## config.mk

```make
export PLATFORM = sky130hd
export DESIGN_NAME = ddr3_iod_delay_ctrl_flat
export DESIGN_NICKNAME = d
export VERILOG_FILES = /design/src/rtl/ddr3_phy_pkg.sv /design/src/rtl/ddr3_iod_delay_ctrl_if.sv /design/src/rtl/ddr3_iod_lane_strobe.sv /design/src/rtl/ddr3_iod_delay_ctrl.sv /design/src/flat_wrapper.sv
export SDC_FILE = /design/constraint.sdc
export NUM_CORES = 1
export LEC_CHECK = 0
export CORE_ASPECT_RATIO = 0.75
export CORE_MARGIN = 2
export CORE_UTILIZATION = 56
export CTS_CLUSTER_SIZE = 20
export DETAILED_ROUTE_END_ITERATION = 8
export PLACE_DENSITY = 0.91
export SLEW_MARGIN = 20
export SYNTH_ARGS = -nofsm -noshare
export SYNTH_HDL_FRONTEND = slang
export SYNTH_SLANG_ARGS = --single-unit
```

## constraint.sdc

```tcl
create_clock -name fab_clk -period 3.8 [get_ports fab_clk]
set_clock_uncertainty 0.1 [all_clocks]
set_input_delay 0.38 -clock fab_clk [delete_from_list [all_inputs] [get_ports fab_clk]]
set_output_delay 0.38 -clock fab_clk [all_outputs]
set_load 0.02 [all_outputs]
```

## src/rtl/ddr3_phy_pkg.sv

```systemverilog
// Shared definitions for the DDR3 PHY IOD delay-line control logic:
// FSM state encoding, default timing limits and the lane packing helper.
package ddr3_phy_pkg;

    typedef enum logic [2:0] {
        ST_IDLE   = 3'd0,
        ST_SETUP  = 3'd1,
        ST_MOVE   = 3'd2,
        ST_GAP    = 3'd3,
        ST_LOAD   = 3'd4,
        ST_FINISH = 3'd5,
        ST_FAIL   = 3'd6
    } dly_state_t;

    localparam int DEF_MAX_TAP  = 127;
    localparam int DEF_MOVE_GAP = 3;

    // Bit offset of a lane inside the packed shadow-tap bus.
    function automatic int lane_offset(input int lane, input int tap_w);
        return lane * tap_w;
    endfunction

endpackage

```

## src/rtl/ddr3_iod_delay_ctrl_if.sv

```systemverilog
// Request/completion bus between the PHY training sequencer (master)
// and the IOD delay controller (slave).
interface ddr3_iod_delay_ctrl_if #(
    parameter int LANE_W = 2,
    parameter int TAP_W  = 8
) ();

    logic              req_valid;
    logic              req_ready;
    logic [LANE_W-1:0] req_lane;
    logic [TAP_W-1:0]  req_tap;
    logic              req_load;
    logic              done;
    logic              err;

    modport master (
        output req_valid, req_lane, req_tap, req_load,
        input  req_ready, done, err
    );

    modport slave (
        input  req_valid, req_lane, req_tap, req_load,
        output req_ready, done, err
    );

endinterface

```

## src/rtl/ddr3_iod_lane_strobe.sv

```systemverilog
// Per-lane IOD driver: registered MOVE/LOAD/DIRECTION strobes decoded from
// the controller's next-state commands, plus the lane's shadow tap register.
module ddr3_iod_lane_strobe #(
    parameter int TAP_W       = 8,
    parameter int DEFAULT_TAP = 1
) (
    input  logic             fab_clk,
    input  logic             arst_n,
    input  logic             sel_next,
    input  logic             sel,
    input  logic             move_next,
    input  logic             load_next,
    input  logic             dir_set,
    input  logic             dir_val,
    input  logic             tap_inc,
    input  logic             tap_dec,
    input  logic             tap_load,
    output logic             move,
    output logic             load,
    output logic             dir,
    output logic [TAP_W-1:0] tap
);

    localparam logic [TAP_W-1:0] TAP_DEFAULT = TAP_W'(DEFAULT_TAP);

    logic             move_reg;
    logic             load_reg;
    logic             dir_reg;
    logic [TAP_W-1:0] tap_reg;

    // Strobes are registered from the next state so they line up exactly
    // with the cycle the FSM spends in MOVE or LOAD.
    always_ff @(posedge fab_clk or negedge arst_n) begin
        if (!arst_n) begin
            move_reg <= 1'b0;
            load_reg <= 1'b0;
            dir_reg  <= 1'b0;
            tap_reg  <= TAP_DEFAULT;
        end else begin
            move_reg <= sel_next & move_next;
            load_reg <= sel_next & load_next;
            if (sel_next && dir_set) begin
                dir_reg <= dir_val;
            end
            if (sel) begin
                if (tap_load) begin
                    tap_reg <= TAP_DEFAULT;
                end else if (tap_inc) begin
                    tap_reg <= tap_reg + 1'b1;
                end else if (tap_dec) begin
                    tap_reg <= tap_reg - 1'b1;
                end
            end
        end
    end

    assign move = move_reg;
    assign load = load_reg;
    assign dir  = dir_reg;
    assign tap  = tap_reg;

endmodule

```

## src/rtl/ddr3_iod_delay_ctrl.sv

```systemverilog
// Delay-line tap controller for a group of DDR3 IOD lanes: turns "set lane L
// to tap T" requests into spaced MOVE/DIRECTION/LOAD sequences on one lane.
module ddr3_iod_delay_ctrl
    import ddr3_phy_pkg::*;
#(
    parameter int NUM_LANES   = 4,
    parameter int LANE_W      = 2,
    parameter int TAP_W       = 8,
    parameter int MAX_TAP     = DEF_MAX_TAP,
    parameter int DEFAULT_TAP = 1,
    parameter int MOVE_GAP    = DEF_MOVE_GAP
) (
    input  logic                       fab_clk,
    input  logic                       arst_n,
    ddr3_iod_delay_ctrl_if.slave       req_if,
    output logic [NUM_LANES-1:0]       delay_line_move,
    output logic [NUM_LANES-1:0]       delay_line_direction,
    output logic [NUM_LANES-1:0]       delay_line_load,
    input  logic [NUM_LANES-1:0]       delay_line_out_of_range,
    output logic [NUM_LANES*TAP_W-1:0] cur_tap
);

    localparam int GAP_W = (MOVE_GAP < 2) ? 1 : $clog2(MOVE_GAP);
    localparam logic [GAP_W-1:0]  GAP_LAST   = GAP_W'(MOVE_GAP - 1);
    localparam logic [LANE_W:0]   LANE_LIMIT = (LANE_W + 1)'(NUM_LANES);
    localparam logic [TAP_W-1:0]  TAP_MAX    = TAP_W'(MAX_TAP);

    dly_state_t         state_reg,   state_next;
    logic [LANE_W-1:0]  lane_reg,    lane_next;
    logic [TAP_W-1:0]   target_reg,  target_next;
    logic               up_reg,      up_next;
    logic [GAP_W-1:0]   gap_cnt_reg, gap_cnt_next;
    logic               done_reg;
    logic               err_reg;

    logic [TAP_W-1:0]   tap_arr [NUM_LANES];
    logic [TAP_W-1:0]   act_tap;
    logic [TAP_W-1:0]   req_cur_tap;
    logic               act_oor;
    logic               req_illegal;

    // Lane muxes written as compare loops so an out-of-range lane index
    // simply selects nothing instead of indexing past the array.
    always_comb begin
        act_tap     = '0;
        req_cur_tap = '0;
        act_oor     = 1'b0;
        for (int i = 0; i < NUM_LANES; i++) begin
            if (lane_reg == LANE_W'(i)) begin
                act_tap = tap_arr[i];
                act_oor = delay_line_out_of_range[i];
            end
            if (req_if.req_lane == LANE_W'(i)) begin
                req_cur_tap = tap_arr[i];
            end
        end
    end

    assign req_illegal = ({1'b0, req_if.req_lane} >= LANE_LIMIT) ||
                         (!req_if.req_load && (req_if.req_tap > TAP_MAX));

    always_comb begin
        state_next   = state_reg;
        lane_next    = lane_reg;
        target_next  = target_reg;
        up_next      = up_reg;
        gap_cnt_next = gap_cnt_reg;
        case (state_reg)
            ST_IDLE: begin
                if (req_if.req_valid) begin
                    lane_next   = req_if.req_lane;
                    target_next = req_if.req_tap;
                    up_next     = req_if.req_tap > req_cur_tap;
                    if (req_illegal) begin
                        state_next = ST_FAIL;
                    end else if (req_if.req_load) begin
                        state_next = ST_LOAD;
                    end else if (req_if.req_tap == req_cur_tap) begin
                        state_next = ST_FINISH;
                    end else begin
                        state_next = ST_SETUP;
                    end
                end
            end
            ST_SETUP: state_next = ST_MOVE;
            ST_MOVE: begin
                state_next   = ST_GAP;
                gap_cnt_next = '0;
            end
            ST_GAP: begin
                if (act_oor) begin
                    state_next = ST_FAIL;
                end else if (gap_cnt_reg == GAP_LAST) begin
                    state_next = (act_tap != target_reg) ? ST_MOVE : ST_FINISH;
                end else begin
                    gap_cnt_next = gap_cnt_reg + 1'b1;
                end
            end
            ST_LOAD:   state_next = ST_FINISH;
            ST_FINISH: state_next = ST_IDLE;
            ST_FAIL:   state_next = ST_IDLE;
            default:   state_next = ST_IDLE;
        endcase
    end

    always_ff @(posedge fab_clk or negedge arst_n) begin
        if (!arst_n) begin
            state_reg   <= ST_IDLE;
            lane_reg    <= '0;
            target_reg  <= '0;
            up_reg      <= 1'b0;
            gap_cnt_reg <= '0;
            done_reg    <= 1'b0;
            err_reg     <= 1'b0;
        end else begin
            state_reg   <= state_next;
            lane_reg    <= lane_next;
            target_reg  <= target_next;
            up_reg      <= up_next;
            gap_cnt_reg <= gap_cnt_next;
            done_reg    <= (state_next == ST_FINISH);
            err_reg     <= (state_next == ST_FAIL);
        end
    end

    // An out-of-range flag in GAP reverses the step taken in the preceding MOVE.
    logic tap_inc, tap_dec, tap_load;
    assign tap_inc  = ((state_reg == ST_MOVE) &&  up_reg) ||
                      ((state_reg == ST_GAP) && act_oor && !up_reg);
    assign tap_dec  = ((state_reg == ST_MOVE) && !up_reg) ||
                      ((state_reg == ST_GAP) && act_oor &&  up_reg);
    assign tap_load = (state_reg == ST_LOAD);

    for (genvar gi = 0; gi < NUM_LANES; gi++) begin : g_lane
        ddr3_iod_lane_strobe #(
            .TAP_W       (TAP_W),
            .DEFAULT_TAP (DEFAULT_TAP)
        ) u_lane (
            .fab_clk   (fab_clk),
            .arst_n    (arst_n),
            .sel_next  (lane_next == LANE_W'(gi)),
            .sel       (lane_reg == LANE_W'(gi)),
            .move_next (state_next == ST_MOVE),
            .load_next (state_next == ST_LOAD),
            .dir_set   (state_next == ST_SETUP),
            .dir_val   (up_next),
            .tap_inc   (tap_inc),
            .tap_dec   (tap_dec),
            .tap_load  (tap_load),
            .move      (delay_line_move[gi]),
            .load      (delay_line_load[gi]),
            .dir       (delay_line_direction[gi]),
            .tap       (tap_arr[gi])
        );
        assign cur_tap[lane_offset(gi, TAP_W) +: TAP_W] = tap_arr[gi];
    end

    assign req_if.req_ready = (state_reg == ST_IDLE);
    assign req_if.done      = done_reg;
    assign req_if.err       = err_reg;

endmodule

```

## src/flat_wrapper.sv

```systemverilog
// flat-port wrapper written by rule: the top's interface ports become plain ports
module ddr3_iod_delay_ctrl_flat import ddr3_phy_pkg::*;
#(
    parameter int NUM_LANES   = 4,
    parameter int LANE_W      = 2,
    parameter int TAP_W       = 8,
    parameter int MAX_TAP     = DEF_MAX_TAP,
    parameter int DEFAULT_TAP = 1,
    parameter int MOVE_GAP    = DEF_MOVE_GAP
)
  (fab_clk, arst_n, delay_line_move, delay_line_direction, delay_line_load, delay_line_out_of_range, cur_tap, req_if_req_valid, req_if_req_lane, req_if_req_tap, req_if_req_load, req_if_req_ready, req_if_done, req_if_err);
  ddr3_iod_delay_ctrl_if #(.LANE_W(LANE_W), .TAP_W(TAP_W)) req_if_i ();
  input  logic fab_clk;
  input  logic arst_n;
  output logic [NUM_LANES-1:0] delay_line_move;
  output logic [NUM_LANES-1:0] delay_line_direction;
  output logic [NUM_LANES-1:0] delay_line_load;
  input  logic [NUM_LANES-1:0] delay_line_out_of_range;
  output logic [NUM_LANES*TAP_W-1:0] cur_tap;
  input wire logic [$bits(req_if_i.req_valid)-1:0] req_if_req_valid;
  input wire logic [$bits(req_if_i.req_lane)-1:0] req_if_req_lane;
  input wire logic [$bits(req_if_i.req_tap)-1:0] req_if_req_tap;
  input wire logic [$bits(req_if_i.req_load)-1:0] req_if_req_load;
  output wire logic [$bits(req_if_i.req_ready)-1:0] req_if_req_ready;
  output wire logic [$bits(req_if_i.done)-1:0] req_if_done;
  output wire logic [$bits(req_if_i.err)-1:0] req_if_err;
  assign req_if_i.req_valid = req_if_req_valid;
  assign req_if_i.req_lane = req_if_req_lane;
  assign req_if_i.req_tap = req_if_req_tap;
  assign req_if_i.req_load = req_if_req_load;
  assign req_if_req_ready = req_if_i.req_ready;
  assign req_if_done = req_if_i.done;
  assign req_if_err = req_if_i.err;
  ddr3_iod_delay_ctrl #(.NUM_LANES(NUM_LANES), .LANE_W(LANE_W), .TAP_W(TAP_W), .MAX_TAP(MAX_TAP), .DEFAULT_TAP(DEFAULT_TAP), .MOVE_GAP(MOVE_GAP)) u_core (.fab_clk(fab_clk), .arst_n(arst_n), .req_if(req_if_i), .delay_line_move(delay_line_move), .delay_line_direction(delay_line_direction), .delay_line_load(delay_line_load), .delay_line_out_of_range(delay_line_out_of_range), .cur_tap(cur_tap));
endmodule
```

==> out/metrics.csv, run 1 <==
metric,value,unit
status,finished clean,
WP data arrival,3.44,ns
PD cells,1090,nW/um^2
final wirelength,11900,um
CTS Buffer Depth,2,
clock tree sinks,62,
Least-Margin Pin Slew,0.866,ns
# hold bufs at CTS,0,
Die ar.,8960,um^2
initial DRC count,300,
Setup TNS Final,0,ns
Die Width,109,um
DR pass1 iterations,5,
multi-input logic area,2690,um^2
mapped cell area,4600,um^2
number of core rows,28,
Achievable Freq,308,MHz
Post-synth EDFFs,0,
"Primary FF master, synth",dfrtp_1,
setup violators final,0,
Largest register FFs,32,
Vias/cell,6.20,
"worst slack, placed",0.183,ns
nature of the critical path endpoint,register,
total core area,7920,um^2
Resize count post-CTS,0,
# Max-Cap Violations,0,
share of layout cells above drive strength 1,13.6,%
Synthesized Nets,518,
global-route usage over all layers,28.7,%
yosys warns,0,
post-layout util,68.9,%
H-tree levels,3,
Post-DP HPWL,8850,um
Final Wtd Congestion,1.03,
vias,3884,
chip height,82.5,um
Slew HR,42.2,%
DRC violations left,0,
TritonCTS buffer count,9,
pin count of the biggest net entering global routing,39,
CTS tree,built,
WL per Instance,19.0,um
Critical Path Fanout Max,9,
# diodes,0,
"Clk Latency, worst-skew pair",0.36,ns
Post-DRT Antenna Nets,0,
register area,1560,um^2
Root Driver,clkbuf_8,
# Post-CTS Setup Buffers,0,
Final #Nets,571,
unique cell type count in the Yosys netlist,55,
"Hold Violations, Final",0,
first-pass GRT wire length,19200,um
initial antenna violation count,0,
P_leak,2.36,nW
PnR worst setup slack,0.549,ns
#FFs+latches synth,62,
synthesized area per cell,9.93,um^2
clk slew on worst S/H paths,0.08,ns
final worst path period need,3.25,ns
area grow syn2layout,18.6,%
fin crit share,85.6,%
Async SR Flop Fraction,100,%
# IOs,65,
critical path class,primary input to register,
Critical Path RT,3.99,ns
worst vdd ir,0.595,mV
Final Max Tran Viols,0,
GRT overflow,0,
RSZ-0062 raised after global routing,false,
Mapped Cells,463,
sequential fraction of the synthesis area,33.9,%
number of port buffers,64,
number of global-route vias before repair,3777,
Initial Utilization,58.1,%
HP Class,primary input to asynchronous set/reset pin,
Setup crit start kind,primary input,
fillers,568,
## Yosys cell counts (2+ instances only)
| cell | count | area (um^2) |
|---|---|---|
| buf_4 | 13 | 97.6 |
| buf_6 | 2 | 22.5 |
| nor2_1 | 31 | 116 |
| o41ai_1 | 14 | 123 |
| mux4_2 | 14 | 315 |
| o31ai_1 | 8 | 60.1 |
| nor2b_1 | 13 | 81.3 |
| o21a_1 | 16 | 120 |
| dfstp_2 | 4 | 105 |
| inv_1 | 39 | 146 |
| nand4_1 | 4 | 25.0 |
| nor3_1 | 22 | 110 |
| buf_2 | 8 | 40.0 |
| ha_1 | 33 | 413 |
| o21bai_1 | 7 | 52.6 |
| a21o_1 | 2 | 15.0 |
| mux4_1 | 3 | 78.8 |
| mux2i_1 | 3 | 30.0 |
| mux2i_4 | 2 | 45.0 |
| nand2_1 | 35 | 131 |
| nand3b_1 | 2 | 15.0 |
| a21oi_1 | 9 | 45.0 |
| o21ai_1 | 4 | 20.0 |
| or3_1 | 5 | 31.3 |
| a21boi_0 | 3 | 22.5 |
| dfrtp_1 | 58 | 1450 |
| xnor2_1 | 14 | 123 |
| clkbuf_1 | 6 | 22.5 |
| and3_1 | 6 | 37.5 |
| and2_1 | 6 | 37.5 |
| mux2_2 | 12 | 135 |
| o31a_1 | 4 | 35.0 |
| o21ai_2 | 3 | 26.3 |
| nand2b_1 | 3 | 18.8 |
| fa_1 | 4 | 80.1 |
| o21ai_0 | 29 | 145 |
| o211ai_1 | 4 | 30.0 |
## critical path, cell delays in order
cell,delay [ns]
clkdlybuf4s50_1,0.92
mux4_2,0.61
inv_1,0.08
ha_1,0.25
nand4_1,0.11
o21ai_0,0.08
a21o_1,0.25
a21o_1,0.20
a211oi_1,0.35
and3_1,0.21
## cells in the final DEF (no fill, tap or decap), drive strengths merged, types with 14 or more instances in the layout
cell type	n
o41ai	15
mux4	17
inv	40
dfrtp	58
nor2	32
o21a	17
ha	33
o21ai	36
clkdlybuf4s50	63
nand2	35
xnor2	14
nor3	23
## layout make-up
cell class	instances	share of cell area, %
inverters	39	2.69
well taps	105	2.41
flip-flops and latches	62	28.6
clock inverters	7	1.79
repair buffers	73	12.9
clock buffers	9	2.27
multi-input cells	331	49.4
## per-stage QoR
step | hold slack [ns] | instances | power (mW) | instance area (um^2)
final | 0.0302 | 626 | 5.92 | 5450
after detailed placement | 0.391 | 610 | 5.17 | 5230
after global routing | 0.0953 | 626 | 6.35 | 5450
after global placement | 0.393 | 610 | 4.94 | 5230
after floorplan | -0.0156 | 463 | 4.06 | 4600
after CTS | 0.0561 | 626 | 5.87 | 5450
## cell families after synthesis
kind of cell | synth area share, %
AO/OA/AOI/OAI | 17.8
XOR/XNOR | 2.67
multiplexers | 13.1
flip-flops | 33.9
buffers and inverters | 7.70
adder cells (fa/ha/maj) | 10.7
AND/OR/NAND/NOR | 14.2
## path summary, 6_finish.rpt
kind                                             start                        endpoint  slack [ns]  cells past startpoint
max reg2reg                         u_core.lane_reg[0]  u_core.g_lane[1].u_lane.tap[6]        0.57                     11
min                                             arst_n  u_core.g_lane[0].u_lane.tap[3]        0.03                      1
min in group fab_clk       u_core.g_lane[0].u_lane.dir     u_core.g_lane[0].u_lane.dir        0.41                      1
max in group asynchronous                       arst_n  u_core.g_lane[0].u_lane.tap[0]        2.68                      2
min reg2reg                u_core.g_lane[0].u_lane.dir     u_core.g_lane[0].u_lane.dir        0.41                      1
max                                 req_if_req_lane[0]    u_core.g_lane[0].u_lane.move        0.55                     10
## power by group
group | internal [mW] | switching (mW) | total [mW] | leakage [nW]
registers | 0.963 | 0.421 | 1.38 | 0.777
clock network | 0.371 | 0.286 | 0.657 | 0.106
logic | 1.79 | 2.09 | 3.88 | 1.48
total | 3.12 | 2.80 | 5.92 | 2.36
## metal layers
layer	share of wire [%]	routed length [um]	vias up	GRT usage (%)
li1	-	-	1770	-
met4	2.3	277	0	10.9
met3	8.5	1010	27	6.99
met1	41	4930	1907	38.0
met2	48	5700	180	46.3
met5	0	0	-	0
No activity file was read; power rests on OpenSTA's default activity.
==> inputs of run 2 (changes only) <==
Settings changed: CORE_UTILIZATION 56 to 55, PLACE_DENSITY 0.91 to 0.8, SLEW_MARGIN 20 to default.
==> run 2 against run 1 <==
Against the previous run: worst setup slack better by 0.023 ns; final cell count stayed put; sequential share of layout area is 0.10 points lower; clock power grew 3.7%; combinational power decreased by 2%; routed wire length is 3.8% lower; via count decreased by 2.0%; flip-flop and latch count is the same; global-route usage fell by 1.7 points; maximum frequency up 0.71%; register-to-register slack hardly changed; critical path type is now register to register; largest power group unchanged.
==> out/metrics.csv, run 2 (same netlist as run 1, synthesis figures left out) <==
metric,value,unit
status,finished clean,
Final #Nets,571,
chip height,83.2,um
PD cells,1070,nW/um^2
"Hold Violations, Final",0,
area grow syn2layout,19.0,%
RSZ-0062 raised after global routing,false,
worst vdd ir,0.590,mV
Root Driver,clkbuf_8,
Slew HR,51.4,%
nature of the critical path endpoint,register,
"most common cell after layout, fill and taps aside",clkdlybuf4s50_1,
CTS tree,built,
vias,3808,
pin count of the biggest net entering global routing,36,
Critical Path RT,3.96,ns
GRT overflow,0,
CTS Buffer Depth,2,
Die Width,110,um
Die ar.,9120,um^2
final worst path period need,3.23,ns
HP Class,register to register,
H-tree levels,3,
clock tree sinks,62,
global-route usage over all layers,27.0,%
initial antenna violation count,0,
clk slew on worst S/H paths,0.08,ns
fillers,631,
# Max-Cap Violations,0,
worst hold path stage count,1,
share of layout cells above drive strength 1,13.4,%
Setup TNS Final,0,ns
fin crit share,84.9,%
setup violators final,0,
Setup crit start kind,register,
DRC violations left,0,
Critical Path Fanout Max,12,
P_leak,2.37,nW
number of core rows,28,
Reg2Reg Depth,11,
total core area,7990,um^2
WP data arrival,3.38,ns
critical path class,register to register,
WL per Instance,18.3,um
"commonest cells after routing, fill and taps aside","clkdlybuf4s50_1, dfrtp_1, inv_1",
Largest register FFs,32,
Initial Utilization,57.6,%
# IOs,65,
final wirelength,11500,um
Least-Margin Pin Slew,0.728,ns
number of port buffers,64,
first-pass GRT wire length,19000,um
Post-DRT Antenna Nets,0,
number of global-route vias before repair,3789,
Vias/cell,6.08,
Final Wtd Congestion,0.975,
"Clk Latency, worst-skew pair",0.37,ns
Achievable Freq,310,MHz
initial DRC count,238,
# diodes,0,
Post-DP HPWL,8610,um
total power,5.88,mW
DR pass1 iterations,5,
TritonCTS buffer count,9,
Resize count post-CTS,0,
Final Max Tran Viols,0,
-- run 2: changes by cell type in the layout (fill, tap and decap cells not counted) --
cell,delta
clkinv_4,-1
buf_4,-2
dlygate4sd3_1,+1
clkinvlp_4,-1
inv_6,+3
clkinv_2,-1
buf_12,+1
-- run 2: metrics by stage --
step	area (um^2)	cells	hold slack [ns]	utilization (%)	worst slack [ns]
after floorplan	4600	463	-0.0156	-	0.437
after global placement	5240	609	0.349	65.5	0.467
after detailed placement	5240	609	0.357	65.5	0.309
after CTS	5470	626	0.413	68.5	0.630
after global routing	5470	626	0.426	68.5	0.387
final	5470	626	0.414	68.5	0.572
-- run 2: path summary, 6_finish.rpt --
kind                                             endpoint                        start  slack, ns
max                        u_core.g_lane[0].u_lane.tap[6]           u_core.lane_reg[0]       0.57
min                           u_core.g_lane[3].u_lane.dir  u_core.g_lane[3].u_lane.dir       0.41
max reg2reg                u_core.g_lane[0].u_lane.tap[6]           u_core.lane_reg[0]       0.57
min reg2reg                   u_core.g_lane[3].u_lane.dir  u_core.g_lane[3].u_lane.dir       0.41
max in group asynchronous  u_core.g_lane[0].u_lane.tap[0]                       arst_n       2.19
min in group asynchronous  u_core.g_lane[0].u_lane.tap[4]                       arst_n       0.48
-- run 2: area by class of cell --
cell class	count	area [um^2]	share of cell area [%]
Clock buffer	9	124	2.26
Clock inverter	7	103	1.88
Inverter	39	146	2.68
Multi-Input combinational cell	331	2690	49.2
Sequential cell	62	1560	28.4
Tap cell	105	131	2.40
Timing Repair Buffer	73	718	13.1
-- run 2: what timing repair did --
action                    in CTS  in global routing
hold endpoints to repair      24                  0
hold buffers                   1                  0
setup buffers                  0                  0
-- run 2: where the power goes --
group | leakage, nW | switching, mW | internal, mW
clock | 0.111 | 0.303 | 0.378
sequential | 0.777 | 0.417 | 0.963
combinational | 1.49 | 2.03 | 1.78
total | 2.37 | 2.75 | 3.12
-- run 2: critical path: stages (launching register included) --
cell      delay [ns]
dfrtp_1         0.40
mux4_2          0.62
nand3b_1        0.14
a21oi_2         0.07
buf_4           0.18
fa_1            0.41
nor2b_1         0.20
o21ai_0         0.13
a21boi_0        0.29
o21a_1          0.18
nor3_1          0.05
o41ai_1         0.32
-- run 2: metal layers --
metal  share of wire (%)  global-route usage (%)  vias up
met5                   0                       0        -
met4                 1.8                    8.63        0
met3                 9.5                    9.11       26
met2                  46                    40.4      177
met1                  43                    36.9     1826
li1                    -                       -     1779
==> inputs of run 3 (changes only) <==
Clock period 3.8 ns to 3 ns, I/O delays scaled along.
==> run 3 against run 2 <==
Against the previous run: the flow now finishes with violations (setup timing); maximum frequency increased by 3.8%; worst setup slack got worse by 0.68 ns; hold slack got worse by 0.043 ns; clock-buffer cell count unchanged; critical endpoint is now u_core.g_lane[2].u_lane.tap[7]; core utilization increased by 11 points; routed wire length increased by 37%.
==> out/metrics.csv, run 3 (same netlist as run 1, synthesis figures left out) <==
metric,value,unit
final wirelength,15700,um
total core area,7990,um^2
WL per Instance,22.6,um
clk slew on worst S/H paths,0.09,ns
Critical Path Fanout Max,5,
Vias/cell,6.56,
"most common cell after layout, fill and taps aside",buf_4,
Initial Utilization,57.6,%
fillers,444,
initial antenna violation count,0,
first-pass GRT wire length,22100,um
Least-Margin Pin Slew,0.610,ns
finished layout cell area,6380,um^2
Achievable Freq,322,MHz
Largest register FFs,32,
H-tree levels,3,
vias,4557,
Final #Nets,639,
critical path class,register to register,
Critical Path RT,3.20,ns
Post-DP HPWL,9510,um
"Hold Violations, Final",0,
DRC violations left,0,
Setup crit start kind,register,
nature of the critical path endpoint,register,
setup violators final,7,
number of port buffers,64,
area grow syn2layout,38.7,%
CTS Buffer Depth,2,
Die Width,110,um
Post-DRT Antenna Nets,0,
CTS tree,built,
pin count of the biggest net entering global routing,63,
global-route usage over all layers,31.8,%
Slew HR,58.9,%
Root Driver,clkbuf_8,
final worst path period need,3.11,ns
fin crit share,104,%
initial DRC count,368,
DR pass1 iterations,5,
number of core rows,28,
HP Class,primary input to asynchronous set/reset pin,
share of layout cells above drive strength 1,33.1,%
status,finished with violations,
# Max-Cap Violations,0,
DP Area,5650,um^2
# IOs,65,
"commonest cells after routing, fill and taps aside","buf_4, clkdlybuf4s50_1, dfrtp_1",
TritonCTS buffer count,9,
Final Max Tran Viols,0,
chip height,83.2,um
PnR worst setup slack,-0.109,ns
"Clk Latency, worst-skew pair",0.37,ns
WP data arrival,3.31,ns
clock tree sinks,62,
number of global-route vias before repair,4319,
Die ar.,9120,um^2
Final Wtd Congestion,0.923,
failing checks,setup timing,
RSZ-0062 raised after global routing,true,
GRT overflow,0,
==> run 3: cell types whose count changed in the layout (fill, tap and decap cells not counted), moves of 6 or more <==
cell     before  now
ha_4          0   10
o21ai_0      29   17
a21oi_1       9    2
o21ai_2       3   14
buf_4         7   64
buf_6         0    9
a21oi_2       1    7
nor3_1       21   14
nor3_2        1    8
ha_1         33   22
==> run 3: area by class of cell <==
type / instances / area (um^2) / share of cell area, %
repair inverters: 1 / 7.51 / 0.118
inverters: 39 / 150 / 2.35
diodes: 1 / 2.50 / 0.0392
clock inverters: 7 / 113 / 1.77
flip-flops and latches: 62 / 1560 / 24.4
well taps: 105 / 131 / 2.06
clock buffers: 9 / 124 / 1.94
multi-input cells: 331 / 3030 / 47.4
repair buffers: 140 / 1270 / 19.9
==> run 3: final timing paths <==
path	to	slack [ns]	from	cells past startpoint
setup / recovery	u_core.g_lane[2].u_lane.tap[7]	-0.11	u_core.lane_reg[0]	12
hold / removal	u_core.g_lane[0].u_lane.tap[4]	0.37	arst_n	3
setup reg to reg	u_core.g_lane[2].u_lane.tap[7]	-0.11	u_core.lane_reg[0]	12
hold reg to reg	u_core.g_lane[3].u_lane.dir	0.42	u_core.g_lane[3].u_lane.dir	1
max in group asynchronous	u_core.g_lane[1].u_lane.tap[0]	2.08	arst_n	3
min in group fab_clk	u_core.g_lane[3].u_lane.dir	0.42	u_core.g_lane[3].u_lane.dir	1
==> run 3: repair_timing <==
action | in CTS | in global routing
setup endpoints to repair | 8 | 16
hold buffers | 1 | 0
hold endpoints to repair | 58 | 0
setup buffers | 10 | 5
pin swaps | 14 | 25
gates cloned | 1 | 0
gates resized for setup | 24 | 59
==> run 3: routing by layer <==
layer / global-route usage [%] / part of all wire (%) / up-vias
met5: 0 / 0 / -
met4: 11.3 / 5.2 / 0
met3: 8.40 / 11 / 99
met2: 48.0 / 46 / 336
met1: 44.0 / 38 / 2195
li1: - / - / 1927
==> run 3: critical path, cell delays in order, from the launching register on <==
cell and delay [ns]:
dfrtp_1 0.43, mux4_2 0.37, nand3b_1 0.12, a21oi_4 0.26, clkinvlp_4 0.25, buf_6 0.19, buf_4 0.12, ha_1 0.32
nor2_1 0.22, nor2_2 0.09, and3_4 0.19, o31a_1 0.25, o21ai_1 0.14
==> run 3: per-stage QoR <==
step	worst slack, ns	utilization [%]	cells	hold slack (ns)	setup TNS (ns)
detailed placement	-0.354	70.7	661	0.241	-4.83
finish	-0.109	79.8	695	0.371	-0.312
global route	-0.189	79.8	694	0.422	-1.33
CTS	-0.0128	75.9	689	0.397	-0.0181
floorplan	-0.308	-	463	-0.0956	-2.18
global placement	-0.277	70.7	661	0.240	-3.21
Power of run 3 is left out: the tool's default activity adds up to more than one toggle a clock period on the data nets, which glitch-free logic cannot reach.
